**config.mk**
```make
export PLATFORM = sky130hd
export DESIGN_NAME = wta_search_seq
export DESIGN_NICKNAME = d
export VERILOG_FILES = /design/src/rtl/wta_pkg.sv /design/src/rtl/wta_prio_enc.sv /design/src/rtl/wta_search_seq.sv
export SDC_FILE = /design/constraint.sdc
export NUM_CORES = 1
export LEC_CHECK = 0
export ABC_AREA = 1
export CELL_PAD_IN_SITES_DETAIL_PLACEMENT = 0
export CELL_PAD_IN_SITES_GLOBAL_PLACEMENT = 2
export CORE_MARGIN = 2
export CORE_UTILIZATION = 23
export DETAILED_ROUTE_END_ITERATION = 8
export PLACE_DENSITY = 0.78
export SYNTH_ARGS = -nofsm -noshare
export SYNTH_HDL_FRONTEND = slang
export SYNTH_SLANG_ARGS = --single-unit
```
**constraint.sdc**
```tcl
create_clock -name clk -period 2.5 [get_ports clk]
set_clock_uncertainty 0.2 [all_clocks]
set_input_delay 0.25 -clock clk [delete_from_list [all_inputs] [get_ports clk]]
set_output_delay 0.25 -clock clk [all_outputs]
set_load 0.02 [all_outputs]
```
**src/rtl/wta_pkg.sv**
```systemverilog
// Shared constants for the winner-take-all search sequencer: FSM state encodings,
// datapath defaults and the channel-index width helper.
package wta_pkg;

  localparam int unsigned NChDefault = 8;
  localparam int unsigned PwWDefault = 12;

  typedef logic [2:0] state_t;

  localparam state_t StIdle   = 3'd0;
  localparam state_t StLoad   = 3'd1;
  localparam state_t StArm    = 3'd2;
  localparam state_t StRun    = 3'd3;
  localparam state_t StSettle = 3'd4;
  localparam state_t StDone   = 3'd5;

  function automatic int unsigned idx_w(input int unsigned n);
    return (n > 1) ? $clog2(n) : 1;
  endfunction

endpackage

```
**src/rtl/wta_prio_enc.sv**
```systemverilog
// Lowest-index-first priority encoder: returns the lowest set bit position of vec_i
// and whether any bit is set.
module wta_prio_enc #(
  parameter int unsigned N  = 8,
  parameter int unsigned IW = 3
) (
  input  logic [N-1:0]  vec_i,
  output logic [IW-1:0] idx_o,
  output logic          vld_o
);

  // Scan from the top so the lowest set index is the last one written.
  always_comb begin
    idx_o = '0;
    vld_o = 1'b0;
    for (int i = N - 1; i >= 0; i--) begin
      if (vec_i[i]) begin
        idx_o = IW'(i);
        vld_o = 1'b1;
      end
    end
  end

endmodule

```
**src/rtl/wta_search_seq.sv**
```systemverilog
// Sequences one winner-take-all search: latches the query onto the PWM bank, triggers it,
// tracks channel falls and captures the first-fall and k-NN results.
module wta_search_seq
  import wta_pkg::*;
#(
  parameter int unsigned N_CH    = NChDefault,
  parameter int unsigned PW_W    = PwWDefault,
  parameter int unsigned TIMEOUT = 5000,
  parameter int unsigned SETTLE  = 2
) (
  input  logic                      clk,
  input  logic                      rst,
  input  logic                      i_start,
  input  logic                      i_abort,
  input  logic [N_CH*PW_W-1:0]      i_query,
  output logic [N_CH*PW_W-1:0]      o_pulse_width,
  output logic                      o_pwm_tri,
  input  logic [N_CH-1:0]           i_fall,
  input  logic [N_CH-1:0]           i_nn,
  input  logic [N_CH-1:0]           i_knn,
  output logic                      o_busy,
  output logic                      o_done,
  output logic [N_CH-1:0]           o_nn,
  output logic [N_CH-1:0]           o_knn,
  output logic [idx_w(N_CH)-1:0]    o_first_idx,
  output logic [PW_W:0]             o_first_time,
  output logic                      o_timeout
);

  localparam int unsigned IW = idx_w(N_CH);
  localparam int unsigned CW = PW_W + 1;
  localparam int unsigned SW = (SETTLE > 1) ? $clog2(SETTLE) : 1;
  localparam logic [CW-1:0] CntLast = CW'(TIMEOUT - 1);
  localparam logic [CW-1:0] CntMax  = '1;
  localparam logic [SW-1:0] SetLast = SW'(SETTLE - 1);

  state_t                 state_q, state_d;
  logic [N_CH*PW_W-1:0]   pw_q, pw_d;
  logic [N_CH-1:0]        active_q, active_d;
  logic [N_CH-1:0]        fallen_q, fallen_d;
  logic [CW-1:0]          cnt_q, cnt_d;
  logic [SW-1:0]          set_q, set_d;
  logic [N_CH-1:0]        nn_q, nn_d;
  logic [N_CH-1:0]        knn_q, knn_d;
  logic [IW-1:0]          idx_q, idx_d;
  logic [CW-1:0]          time_q, time_d;
  logic                   seen_q, seen_d;
  logic                   tmo_q, tmo_d;

  logic [N_CH-1:0]        hit;
  logic [N_CH-1:0]        fallen_run;
  logic                   complete;
  logic [IW-1:0]          hit_idx;
  logic                   hit_vld;

  assign hit        = i_fall & active_q;
  assign fallen_run = fallen_q | hit;
  assign complete   = (fallen_run == active_q);

  wta_prio_enc #(
    .N  (N_CH),
    .IW (IW)
  ) u_prio_enc (
    .vec_i (hit),
    .idx_o (hit_idx),
    .vld_o (hit_vld)
  );

  always_comb begin
    state_d  = state_q;
    pw_d     = pw_q;
    active_d = active_q;
    fallen_d = fallen_q;
    cnt_d    = cnt_q;
    set_d    = set_q;
    nn_d     = nn_q;
    knn_d    = knn_q;
    idx_d    = idx_q;
    time_d   = time_q;
    seen_d   = seen_q;
    tmo_d    = tmo_q;

    // Abort pre-empts every capture so the previous results survive untouched.
    if (i_abort && (state_q != StIdle)) begin
      state_d = StIdle;
    end else begin
      case (state_q)
        StIdle: begin
          if (i_start) begin
            state_d = StLoad;
            tmo_d   = 1'b0;
            idx_d   = '0;
            time_d  = '0;
            seen_d  = 1'b0;
          end
        end
        StLoad: begin
          pw_d     = i_query;
          fallen_d = '0;
          for (int i = 0; i < N_CH; i++) begin
            active_d[i] = |i_query[i*PW_W +: PW_W];
          end
          state_d = StArm;
        end
        StArm: begin
          cnt_d   = '0;
          state_d = StRun;
        end
        StRun: begin
          fallen_d = fallen_run;
          if (cnt_q != CntMax) begin
            cnt_d = cnt_q + CW'(1);
          end
          if (hit_vld && !seen_q) begin
            seen_d = 1'b1;
            idx_d  = hit_idx;
            time_d = cnt_q;
          end
          // Completion takes precedence over a coincident timeout.
          if (complete) begin
            state_d = StSettle;
            set_d   = '0;
          end else if (cnt_q == CntLast) begin
            state_d = StSettle;
            set_d   = '0;
            tmo_d   = 1'b1;
          end
        end
        StSettle: begin
          if (set_q == SetLast) begin
            state_d = StDone;
            nn_d    = i_nn;
            knn_d   = i_knn;
          end else begin
            set_d = set_q + SW'(1);
          end
        end
        StDone: begin
          state_d = StIdle;
        end
        default: begin
          state_d = StIdle;
        end
      endcase
    end
  end

  always_ff @(posedge clk) begin
    if (rst) begin
      state_q  <= StIdle;
      pw_q     <= '0;
      active_q <= '0;
      fallen_q <= '0;
      cnt_q    <= '0;
      set_q    <= '0;
      nn_q     <= '0;
      knn_q    <= '0;
      idx_q    <= '0;
      time_q   <= '0;
      seen_q   <= 1'b0;
      tmo_q    <= 1'b0;
    end else begin
      state_q  <= state_d;
      pw_q     <= pw_d;
      active_q <= active_d;
      fallen_q <= fallen_d;
      cnt_q    <= cnt_d;
      set_q    <= set_d;
      nn_q     <= nn_d;
      knn_q    <= knn_d;
      idx_q    <= idx_d;
      time_q   <= time_d;
      seen_q   <= seen_d;
      tmo_q    <= tmo_d;
    end
  end

  assign o_pulse_width = pw_q;
  assign o_pwm_tri     = (state_q == StArm);
  assign o_busy        = (state_q != StIdle);
  assign o_done        = (state_q == StDone);
  assign o_nn          = nn_q;
  assign o_knn         = knn_q;
  assign o_first_idx   = idx_q;
  assign o_first_time  = time_q;
  assign o_timeout     = tmo_q;

endmodule

```
==> flow_summary.json <==
{
  "grt.overflow.total": 0,
  "setup_viol": 0,
  "worst-path-max-fanout": 5,
  "crit_type": "flip-flop to output pin",
  "relSlewSlack_pct": 65.6,
  "hold_viol_final": 0,
  "cts-root-buf": "clkbuf_16",
  "holdPathEnd": "o_knn[2]$_SDFFE_PP0P_",
  "maxCapViolations": 0,
  "htreeDepth": 4,
  "min_path_type": "input port to flip-flop",
  "synth-edff-count": 0,
  "grt_max_degree": 58,
  "outcome": "finished clean",
  "core_area_um2": 28500,
  "place_hpwl_mm": 17.1,
  "gp_congestion": 0.779,
  "period_share_pct": 94.4,
  "cts_max_path_buffers": 2,
  "finalSetupTns_ns": 0,
  "std_cell_rows": 62,
  "detail_route.wl_per_cell_um": 15.3,
  "synth_top_cell_by_area": "dfxtp_1",
  "layoutNonFillerInstCount": 1550,
  "holdCritStartpoint": "i_knn[2]",
  "die_x_um": 174,
  "r2r-start": "state_q[2]$_SDFFE_PP0P_",
  "dpl.cell_count": 1517,
  "ant_nets": 0,
  "ioPinCount": 256,
  "grt_pass1_vias": 6780,
  "drv_slew": 0,
  "cts_setup_buffers": 0,
  "synth_cells": 905,
  "async_reset_ff_share_pct": 0,
  "clock_sinks": 163,
  "regToRegSetupSlack_ns": 0.44,
  "nNetsFinal": 1277,
  "ctsHoldBuffers": 0,
  "ys_seq_area_share_pct": 49.3,
  "slowest_stage": "clkdlybuf4s50_1",
  "synthTopCellsByArea": "dfxtp_1, nor2_1, o21ai_0, nand2_1, a21oi_1",
  "clk_pin_slew_ns": 0.08,
  "crit_chain": "inv_2 -> nor3_1 -> clkdlybuf4s50_1",
  "fmax_mhz": 424,
  "yosysWarnings": 0,
  "drive_above_1_share_pct": 6.44,
  "via_per_inst": 4.38,
  "cts_tree": "yes",
  "antenna_found_initial": 1,
  "port_buffers": 255,
  "mostFrequentLayoutCells": "clkdlybuf4s50_1, nor2_1, dfxtp_1",
  "start_util_pct": 23.2,
  "r2r_cells": 9,
  "drt_drc_violations_left": 0,
  "ir_drop_mv": 0.377,
  "worstPathRequired_ns": 2.05,
  "arrival_ns": 1.91,
  "fill_cells": 3048,
  "cp_slowest_stage_delay_ns": 0.65,
  "first_pass_iters": 4,
  "rsz0062_at_grt": "false",
  "r2r-end": "o_first_idx[0]$_SDFFE_PP0P_",
  "ys_ff_latch": 163,
  "synth_fp_nets": 1030,
  "die_area_um2": 30100,
  "ys.flop_type": "dfxtp_1",
  "vias": 6790,
  "leakage_uw": 0.00398,
  "hold_depth": 3,
  "startpoint_type": "flip-flop",
  "yosysTopAreaCellShare_pct": 49.3,
  "min_period_ns": 2.36,
  "endpoint_kind": "output pin",
  "clk_latency_ns": 0.44,
  "drtIter0Drc": 305,
  "wl_mm": 23.7,
  "synth_cell_types": 31,
  "worst_pin_slew_ns": 0.515,
  "synth.avg_cell_area_um2": 7.31,
  "grt_use_total_pct": 15.6,
  "die-height_um": 174,
  "final_common_cell": "clkdlybuf4s50_1",
  "p_per_area_nw_per_um2": 798,
  "synth_area_um2": 6620,
  "grt_pass1_wl_mm": 37.4,
  "area_delta_synth_final_pct": 54.9,
  "cts_buffers": 17
}
## cells by family (layout without fill, tap and decap cells)
family	count (synthesis)	after routing	share of synthesized area (%)
AO/OA/AOI/OAI	178	178	14.2
XOR/XNOR	3	3	0.397
adder cells (fa/ha/maj)	1	1	0.189
buffers and inverters	99	359	6.35
flip-flops	163	163	49.3
other	0	1	0
AND/OR/NAND/NOR	461	461	29.6
## cells in the mapped netlist (2+ instances only)
master	instances
a21oi_1	43
nand2_2	6
nor3_1	11
a41oi_1	8
nand3b_1	3
nand3_1	30
buf_4	3
nor4_1	23
buf_1	2
nor2_2	3
nor2_1	243
dfxtp_1	163
buf_6	2
nand2_1	128
clkbuf_1	23
o21ai_0	116
nand2_4	2
xor2_1	3
a31oi_1	9
nand4_1	7
inv_1	48
buf_2	16
inv_2	4
nor3_4	2
## flip-flops by register name, summed over array words and instances, names as in the netlist, 8 cells and up
register / count
o_pulse_width: 96
cnt_q: 13
o_first_time: 13
active_q: 8
fallen_q: 8
o_knn: 8
o_nn: 8
## critical path: cells and delay by family, from the launching register on
kind | cells | cell delay (ns)
buffers and inverters | 2 | 0.75
DFF | 1 | 0.52
and+or+nand+nor | 1 | 0.21
## routing by layer
layer / vias up / wire length, µm / global-route usage [%]
met5: - / 0 / 0
met4: 0 / 422 / 4.76
met3: 18 / 1600 / 5.24
met2: 163 / 10900 / 25.1
met1: 3142 / 10800 / 19.8
li1: 3467 / - / -
## area by class of cell
| cell class | instances | area, µm² | share of cell area (%) |
|---|---|---|---|
| clock inverters | 15 | 204 | 1.99 |
| clock buffers | 17 | 425 | 4.15 |
| diodes | 1 | 2.50 | 0.0244 |
| multi-input cells | 643 | 2940 | 28.7 |
| flip-flops and latches | 163 | 3260 | 31.8 |
| repair buffers | 274 | 2730 | 26.6 |
| well taps | 384 | 480 | 4.69 |
| inverters | 53 | 204 | 1.99 |
## where the power goes
group / total, µW / internal [µW] / leakage [µW] / switching, µW
Clock: 2870 / 1550 / 0.000311 / 1320
Combinational: 2230 / 928 / 0.00235 / 1300
Sequential: 3090 / 2900 / 0.00132 / 188
Total: 8180 / 5380 / 0.00398 / 2810
## per-stage QoR
step | hold WS (ns) | utilization (%) | area (µm²) | power [µW] | worst slack [ns]
floorplan | 0.185 | - | 6620 | 4290 | 0.577
global placement | 0.247 | 33.7 | 9610 | 5390 | 0.219
detailed placement | 0.256 | 33.7 | 9610 | 5400 | 0.199
CTS | 0.185 | 35.9 | 10200 | 8320 | 0.0126
global route | 0.210 | 35.9 | 10200 | 8640 | 0.0219
finish | 0.199 | 35.9 | 10300 | 8180 | 0.141
## how the worst max path moves through the flow
| stage | depth (start not counted) | startpoint | to |
|---|---|---|---|
| after detailed placement | 8 | i_abort | active_q[3]$_SDFFE_PP0P_ |
| after global routing | 3 | state_q[2]$_SDFFE_PP0P_ | o_done |
| after CTS | 3 | state_q[1]$_SDFFE_PP0P_ | o_pwm_tri |
| final | 3 | state_q[2]$_SDFFE_PP0P_ | o_done |
| after global placement | 8 | i_abort | active_q[3]$_SDFFE_PP0P_ |
| after floorplan | 7 | state_q[1]$_SDFFE_PP0P_ | cnt_q[2]$_SDFFE_PP0P_ |
## timing repair
action / in CTS / in global routing
gates resized for setup: 0 / 1
hold endpoints to repair: 0 / 0
endpoints found under the setup margin: 0 / 1
No activity file was read; power rests on OpenSTA's default activity.
